===== src/rtl/uart_tx_arbiter_pkg.sv =====
// Shared types for the UART transmit arbiter: Gray-coded FSM states and a
// helper that sizes requester index fields.
package uart_tx_arbiter_pkg;

  typedef enum logic [1:0] {
    ARB_IDLE  = 2'b00,
    ARB_ISSUE = 2'b01,
    ARB_WAIT  = 2'b11,
    ARB_REL   = 2'b10,
    ARB_XXX   = 'x
  } uart_arb_e;

  function automatic int id_width(input int n);
    return (n > 1) ? $clog2(n) : 1;
  endfunction

endpackage


===== src/rtl/uart_rr_pick.sv =====
// Combinational round-robin picker: first set request after ptr, wrapping at N_REQ-1.
// Purely combinational so it can be shared by other dispatchers.
module uart_rr_pick
  import uart_tx_arbiter_pkg::*;
#(
  parameter int N_REQ = 4
) (
  input  logic [N_REQ-1:0]           req,
  input  logic [id_width(N_REQ)-1:0] ptr,
  output logic                       found,
  output logic [id_width(N_REQ)-1:0] id
);

  localparam int IDW = id_width(N_REQ);

  logic [IDW-1:0] cand [N_REQ];

  always_comb begin
    found = 1'b0;
    id    = '0;
    // cand[0] is the highest-priority index (the one right after ptr)
    for (int k = 0; k < N_REQ; k++) begin
      cand[k] = IDW'((int'(ptr) + k + 1) % N_REQ);
    end
    for (int k = 0; k < N_REQ; k++) begin
      if (!found && req[cand[k]]) begin
        found = 1'b1;
        id    = cand[k];
      end
    end
  end

endmodule


===== src/rtl/uart_tx_arbiter.sv =====
// Shares one UART transmitter between N_REQ byte streams with round-robin,
// message-locked grants; one byte per tx_start, next byte only after tx_done.
module uart_tx_arbiter
  import uart_tx_arbiter_pkg::*;
#(
  parameter int N_REQ    = 4,
  parameter int HOLD_TMO = 255
) (
  input  logic                       clk,
  input  logic                       rst_n,
  input  logic [N_REQ-1:0]           req_valid,
  input  logic [8*N_REQ-1:0]         req_data,
  input  logic [N_REQ-1:0]           req_last,
  output logic [N_REQ-1:0]           req_ready,
  output logic                       grant_valid,
  output logic [id_width(N_REQ)-1:0] grant_id,
  output logic                       tx_start,
  output logic [7:0]                 tx_data,
  input  logic                       tx_busy,
  input  logic                       tx_done,
  output logic                       tmo_err
);

  localparam int IDW = id_width(N_REQ);
  localparam int CW  = (HOLD_TMO > 0) ? $clog2(HOLD_TMO + 1) : 1;

  uart_arb_e      state, state_nxt;
  logic [IDW-1:0] rr_ptr, pick_id;
  logic           pick_found, last;
  logic           owner_vld, grant_fire, issue_fire, hold_idle, tmo_fire, rel_fire;
  logic [CW-1:0]  hold_cnt;

  uart_rr_pick #(.N_REQ(N_REQ)) u_pick (
    .req   (req_valid),
    .ptr   (rr_ptr),
    .found (pick_found),
    .id    (pick_id)
  );

  always_ff @(posedge clk) begin
    if (!rst_n) state <= ARB_IDLE;
    else        state <= state_nxt;
  end

  always_comb begin
    state_nxt = state;
    case (state)
      ARB_IDLE:  if (pick_found) state_nxt = ARB_ISSUE;
      ARB_ISSUE: begin
        if (issue_fire)    state_nxt = ARB_WAIT;
        else if (tmo_fire) state_nxt = ARB_REL;
      end
      ARB_WAIT:  if (tx_done) state_nxt = last ? ARB_REL : ARB_ISSUE;
      ARB_REL:   state_nxt = ARB_IDLE;
      default:   state_nxt = ARB_XXX;
    endcase
  end

  // Strobes feeding the registered outputs; a busy TX core freezes the hold counter.
  always_comb begin
    owner_vld  = req_valid[grant_id];
    grant_fire = (state == ARB_IDLE) && pick_found;
    issue_fire = (state == ARB_ISSUE) && owner_vld && !tx_busy;
    hold_idle  = (state == ARB_ISSUE) && !owner_vld;
    tmo_fire   = hold_idle && (HOLD_TMO != 0) && (32'(hold_cnt) + 1 == HOLD_TMO);
    rel_fire   = (state == ARB_REL);
  end

  always_ff @(posedge clk) begin
    if (!rst_n) begin
      tx_start    <= 1'b0;
      tx_data     <= 8'h00;
      req_ready   <= '0;
      grant_valid <= 1'b0;
      grant_id    <= '0;
      tmo_err     <= 1'b0;
      rr_ptr      <= IDW'(N_REQ - 1);
      hold_cnt    <= '0;
      last        <= 1'b0;
    end else begin
      tx_start  <= issue_fire;
      tmo_err   <= tmo_fire;
      req_ready <= issue_fire ? (N_REQ'(1) << grant_id) : '0;
      if (grant_fire) begin
        grant_valid <= 1'b1;
        grant_id    <= pick_id;
      end
      if (rel_fire) begin
        grant_valid <= 1'b0;
        rr_ptr      <= grant_id;
      end
      if (grant_fire || issue_fire) hold_cnt <= '0;
      else if (hold_idle)           hold_cnt <= hold_cnt + CW'(1);
      if (issue_fire) begin
        tx_data <= 8'(req_data >> {grant_id, 3'b000});
        last    <= req_last[grant_id];
      end
    end
  end

  a_ready_onehot: assert property (@(posedge clk) disable iff (!rst_n) $onehot0(req_ready));
  a_start_origin: assert property (@(posedge clk) disable iff (!rst_n)
                                   tx_start |-> ($past(state) == ARB_ISSUE && !$past(tx_busy)));
  a_id_range:     assert property (@(posedge clk) 32'(grant_id) < N_REQ);

endmodule


===== config.mk =====
export PLATFORM = sky130hd
export DESIGN_NAME = uart_tx_arbiter
export DESIGN_NICKNAME = d
export VERILOG_FILES = /design/src/rtl/uart_tx_arbiter_pkg.sv /design/src/rtl/uart_rr_pick.sv /design/src/rtl/uart_tx_arbiter.sv
export SDC_FILE = /design/constraint.sdc
export NUM_CORES = 1
export LEC_CHECK = 0
export CAP_MARGIN = 20
export CORE_ASPECT_RATIO = 1.25
export CORE_MARGIN = 2
export CORE_UTILIZATION = 47
export DETAILED_ROUTE_END_ITERATION = 16
export MAX_ROUTING_LAYER = met4
export PLACE_DENSITY = 0.85
export SLEW_MARGIN = 40
export SYNTH_ARGS = -nofsm -noshare
export SYNTH_HDL_FRONTEND = slang
export SYNTH_HIERARCHICAL = 1
export SYNTH_SLANG_ARGS = --single-unit

===== constraint.sdc =====
create_clock -name clk -period 4.8 [get_ports clk]
set_clock_uncertainty 0.15 [all_clocks]
set_input_delay 0.48 -clock clk [delete_from_list [all_inputs] [get_ports clk]]
set_output_delay 0.48 -clock clk [all_outputs]
set_load 0.03 [all_outputs]

; Yosys cells after proc, flatten, opt, wreduce, memory -nomap -nowiden
; Index checks and enable logic that the tools add are counted.
[word_totals]
in_bits = 44
out_inout_bits = 17
reg_bits = 30
[classes]
n_reduce_logical = 19
shifts = 2
n_lt_le_gt_ge = 5
eq_ne = 7
n_addsub = 8
n_bitwise = 1
muxes = 26
[op_table]
columns = cell, count
row1 = 32-bit by 5-bit >> shifter with 8-bit output, 1
row2 = 2-bit two-way mux, 9
row3 = 2-bit by 3-bit less-than comparator with 1-bit output (second input constant), 5
row4 = 1-bit binary-select mux with 2-bit select, 6
row5 = 2-bit adder (second input constant), 5
row6 = 1-bit two-way mux, 10
row7 = 8-bit by 1-bit adder with 9-bit output (second input constant), 1
row8 = 9-bit by 8-bit equality test with 1-bit output (second input constant), 1
row9 = 8-bit by 1-bit adder with 8-bit output (second input constant), 1
row10 = 1-bit logical AND, 8
row11 = 2-bit one-hot mux with 4 select lines, 1
row12 = 1-bit logical NOT, 5
row13 = 2-bit equality test (second input constant), 2
row14 = 2-bit inequality test (second input constant), 2
row15 = 2-bit OR reduction, 2
row16 = 1-bit by 2-bit left shift with 4-bit output (first input constant), 1
row17 = 3-bit inequality test (second input constant), 1
row18 = 3-bit AND reduction, 1
row19 = 2-bit by 1-bit adder with 2-bit output (second input constant), 1
row20 = 2-bit by 1-bit equality test with 1-bit output (second input constant), 1
row21 = 2-bit logical NOT, 1
row22 = 2-bit AND reduction, 1
row23 = 1-bit logical OR, 1
row24 = 1-bit NOT, 1

; Depth between registers and ports, before layout
[logic_depth]
ltp_word = 16
ltp_mapped = 7

; Cells and area by module
; Netlist, hierarchy kept.
[by_module_without_submodules]
columns = module, cells_each, seq_area_each_um2, n_inst, area_per_inst_um2
row1 = uart_tx_arbiter, 136, 600.6, 1, 1475.2
row2 = uart_rr_pick, 14, 0.0, 1, 91.3

; Worst setup path after synthesis
; OpenSTA, ideal clock, no wires.
[synth_timing]
path_type = reg2reg
startpoint = reg grant_id[1]
endpoint = reg tx_data[7]
required_ns = 4.533
period_less_slack_ns = 2.131
path_buffers = 2
path_slack_ns = 2.669
path_stages_with_launch = 8
arrival_ns = 1.864
cell_sequence = dfxtp_1 buf_2 mux2_2 a22o_1 nand3_1 inv_1 buf_2 a22o_1
[synth_via]
elab_chain_cells = 4
word_cells_on_any_way = 5
[synth_rtl]
columns = item, line_no
row1 = start: declaration, uart_tx_arbiter.sv:16  ; output logic [id_width(N_REQ)-1:0] grant_id,
row2 = start signal: assignment, uart_tx_arbiter.sv:86  ; grant_id <= pick_id;
row3 = branches (longest 4 deep; another with 32-bit by 5-bit >> shifter with 8-bit output), -
row4 = end signal: assignment, uart_tx_arbiter.sv:95  ; tx_data <= 8'(req_data >> {grant_id, 3'b000});
row5 = end: declaration, uart_tx_arbiter.sv:18  ; output logic [7:0] tx_data,
; Several ways; the timed one is not identified. The select of a mux whose other input is x is not followed.
; A chain may end at the register's enable or synchronous reset.

; Worst setup path in the final report
[layout_timing]
startpoint = reg grant_id[1]
endpoint = out grant_id[1]
; No word-level cell between the ends.

==> results.json <==
{
  "outcome": "completed",
  "grt_use_total_pct": 21.7,
  "grt_overflow": 0,
  "synth.yosys.warnings": 6,
  "fp.coreArea_sq_um": 3190,
  "clockPowerShare_pct": 35.2,
  "cp-end-kind": "primary output",
  "syn_inst": 150,
  "synth_cell_type_count": 37,
  "multiInputGateArea_sq_um": 907,
  "ctsResizeCount": 0,
  "clock_latency_ns": 0.29,
  "p_switching_mw": 0.156,
  "fillCellCount": 234,
  "pin_count": 61,
  "pwr-share-seq_pct": 45.4,
  "slew_headroom_pct": 48.9,
  "critical_path.top_delay_family": "flip-flops",
  "clock_sinks": 30,
  "ys_seq_elements": 30,
  "hpwlAfterDp_um": 3010,
  "tritoncts": "done",
  "dp.cells": 240,
  "p_per_area_nw_per_um2": 263,
  "die_area_sq_um": 3810,
  "syn2layout_area_growth_pct": 45.1,
  "irDropWorstVdd_uv": 219,
  "comb_power_share_pct": 19.4,
  "hold_buffers": 0,
  "grt_max_degree": 20,
  "cts.path.max_buffers": 2,
  "timing.final.hold_violations": 0,
  "arrival_ns": 1.91,
  "crit_chain": "clkdlybuf4s50_1",
  "fmax_ghz": 0.394,
  "postCtsSetupBuffers": 0,
  "drt-initial-drc-count": 53,
  "wirelength_um": 3930,
  "cp.required_ns": 4.17,
  "cts_made_buffers": 5,
  "start_util_pct": 49.0,
  "routed_via_density": 5.63,
  "nNetsFinal": 256,
  "seq_area_sq_um": 602,
  "startpoint_type": "flop",
  "route.detailed.drc": 0,
  "vias": 1396,
  "p_leak_nw": 0.806,
  "fin_total_pwr_mw": 0.597,
  "slew_violations": 0,
  "critPathKind": "flop to primary output",
  "grt_pass1_wl_um": 6090,
  "maxCapViolations": 0,
  "ys_seq_area_share_pct": 38.3,
  "ys.flop_type": "dfxtp_1",
  "wire_per_inst_um": 15.8,
  "dr.pass1.iters": 4,
  "antenna_found_initial": 0,
  "ant_nets": 0,
  "clockRootBuffer": "clkbuf_8",
  "synthesis.nets": 196,
  "final_area_sq_um": 2270,
  "stdcell_count": 248,
  "worst_pin_slew_ns": 0.765,
  "critPathBufInv": 1,
  "place_congestion": 0.812,
  "clk_pin_slew_ns": 0.07,
  "worst_path_max_delay_cell": "dfxtp_1",
  "avgSynthCellArea_sq_um": 10.4,
  "grt_pass1_vias": 1354,
  "finalCritPeriodShare_pct": 52.9,
  "whs_ns": 0.332,
  "rows": 23,
  "placed_area_sq_um": 2180,
  "min_path_type": "flop to flop",
  "netlist_area_sq_um": 1570,
  "internal-power_mw": 0.442,
  "timing.critical_path.fanout_max": 19,
  "diodes": 0,
  "die_h_um": 68.5,
  "h-tree-depth": 2,
  "synth_edf_count": 0,
  "slowest_delay_ns": 0.82,
  "die_width_um": 55.6,
  "drive_gt1_share_pct": 14.2,
  "io_buffers": 60,
  "period_minus_slack_ns": 2.54,
  "grt_setup_unrepaired": "false",
  "setup_violations": 0,
  "finalSetupTns_ns": 0,
  "async_flop_share_pct": 0,
  "switching_share_pct": 26.1
}
metal layers:
layer  routed length (um)  track usage [%]
met1                 1540             23.0
met2                 2160             37.9
met3                  146             5.60
met4                   74             11.6
met5                    0                -
placed cells by master (no fill, tap or decap), drive strengths merged:
master,n
and2,1
a31oi,2
a22o,10
o31ai,1
mux2,2
a211oi,1
nor3,5
a21oi,7
xnor2,7
clkdlybuf4s50,60
and3b,1
and2b,1
o221ai,1
clkinv,1
nor2,18
a21bo,1
nor4,3
nand4,2
nor3b,3
nand2,5
nor2b,3
nand3,4
ha,2
nand2b,5
and3,2
inv,6
mux2i,5
nand3b,1
o211a,1
o211ai,2
clkbuf,6
a221oi,1
clkinvlp,1
mux4,10
dfxtp,30
registers in the layout, indices dropped and copies added (netlist names):
register     flops
tmo_err          1
req_ready        4
last             1
grant_id         2
tx_data          8
state            2
rr_ptr           2
hold_cnt         8
tx_start         1
grant_valid      1
Yosys cell counts, drive strengths merged, types with 4 or more instances:
| library cell | instances | area share (%) |
|---|---|---|
| dfxtp | 30 | 38 |
| nor2 | 18 | 4.3 |
| a22o | 10 | 5.6 |
| mux4 | 10 | 14 |
| a21oi | 7 | 2.7 |
| xnor2 | 7 | 3.9 |
| inv | 6 | 1.4 |
| mux2i | 5 | 3.2 |
| nand2 | 5 | 1.2 |
| nand2b | 5 | 2.0 |
| nor3 | 5 | 1.6 |
| buf | 4 | 1.6 |
| nand3 | 4 | 1.3 |
layout make-up:
class | count | share of cell area (%)
tap | 37 | 2.04
clock inverter | 2 | 0.550
multi-input combinational | 107 | 39.9
inverter | 6 | 0.991
timing repair buffer | 60 | 26.4
sequential | 30 | 26.5
clock buffer | 6 | 3.63
power by group through the flow:
stage | Clock, mW | Combinational (mW) | Sequential (mW)
final | 0.210 | 0.116 | 0.271
after global routing | 0.227 | 0.123 | 0.273
after CTS | 0.216 | 0.116 | 0.271
after detailed placement | 0 | 0.115 | 0.276
after global placement | 0 | 0.112 | 0.276
after floorplan | 0 | 0.0556 | 0.280
worst paths after layout:
path	from	slack [ns]	depth (start not counted)	to
min	tx_data[0]	0.33	1	tx_data[0]
max reg2reg	grant_id[1]	2.44	5	tx_data[3]
max	grant_id[1]	2.26	1	grant_id[1]
min reg2reg	tx_data[0]	0.33	1	tx_data[0]
metrics by stage:
stage          util [%]  setup slack [ns]
4_1_cts            71.1              2.10
3_5_place_dp       68.2              2.32
5_1_grt            71.2              2.20
6_report           71.2              2.26
2_1_floorplan         -              2.67
3_3_place_gp       68.2              2.39
cell families after synthesis:
| group | count (synthesis) | synth area share, % |
|---|---|---|
| AO/OA/AOI/OAI | 27 | 14.1 |
| XOR/XNOR | 7 | 3.91 |
| adder cells (fa/ha/maj) | 2 | 1.60 |
| buffers and inverters | 13 | 3.75 |
| flip-flops | 30 | 38.3 |
| multiplexers | 17 | 19.0 |
| AND/OR/NAND/NOR | 54 | 19.2 |
No activity file was read; power rests on OpenSTA's default activity.
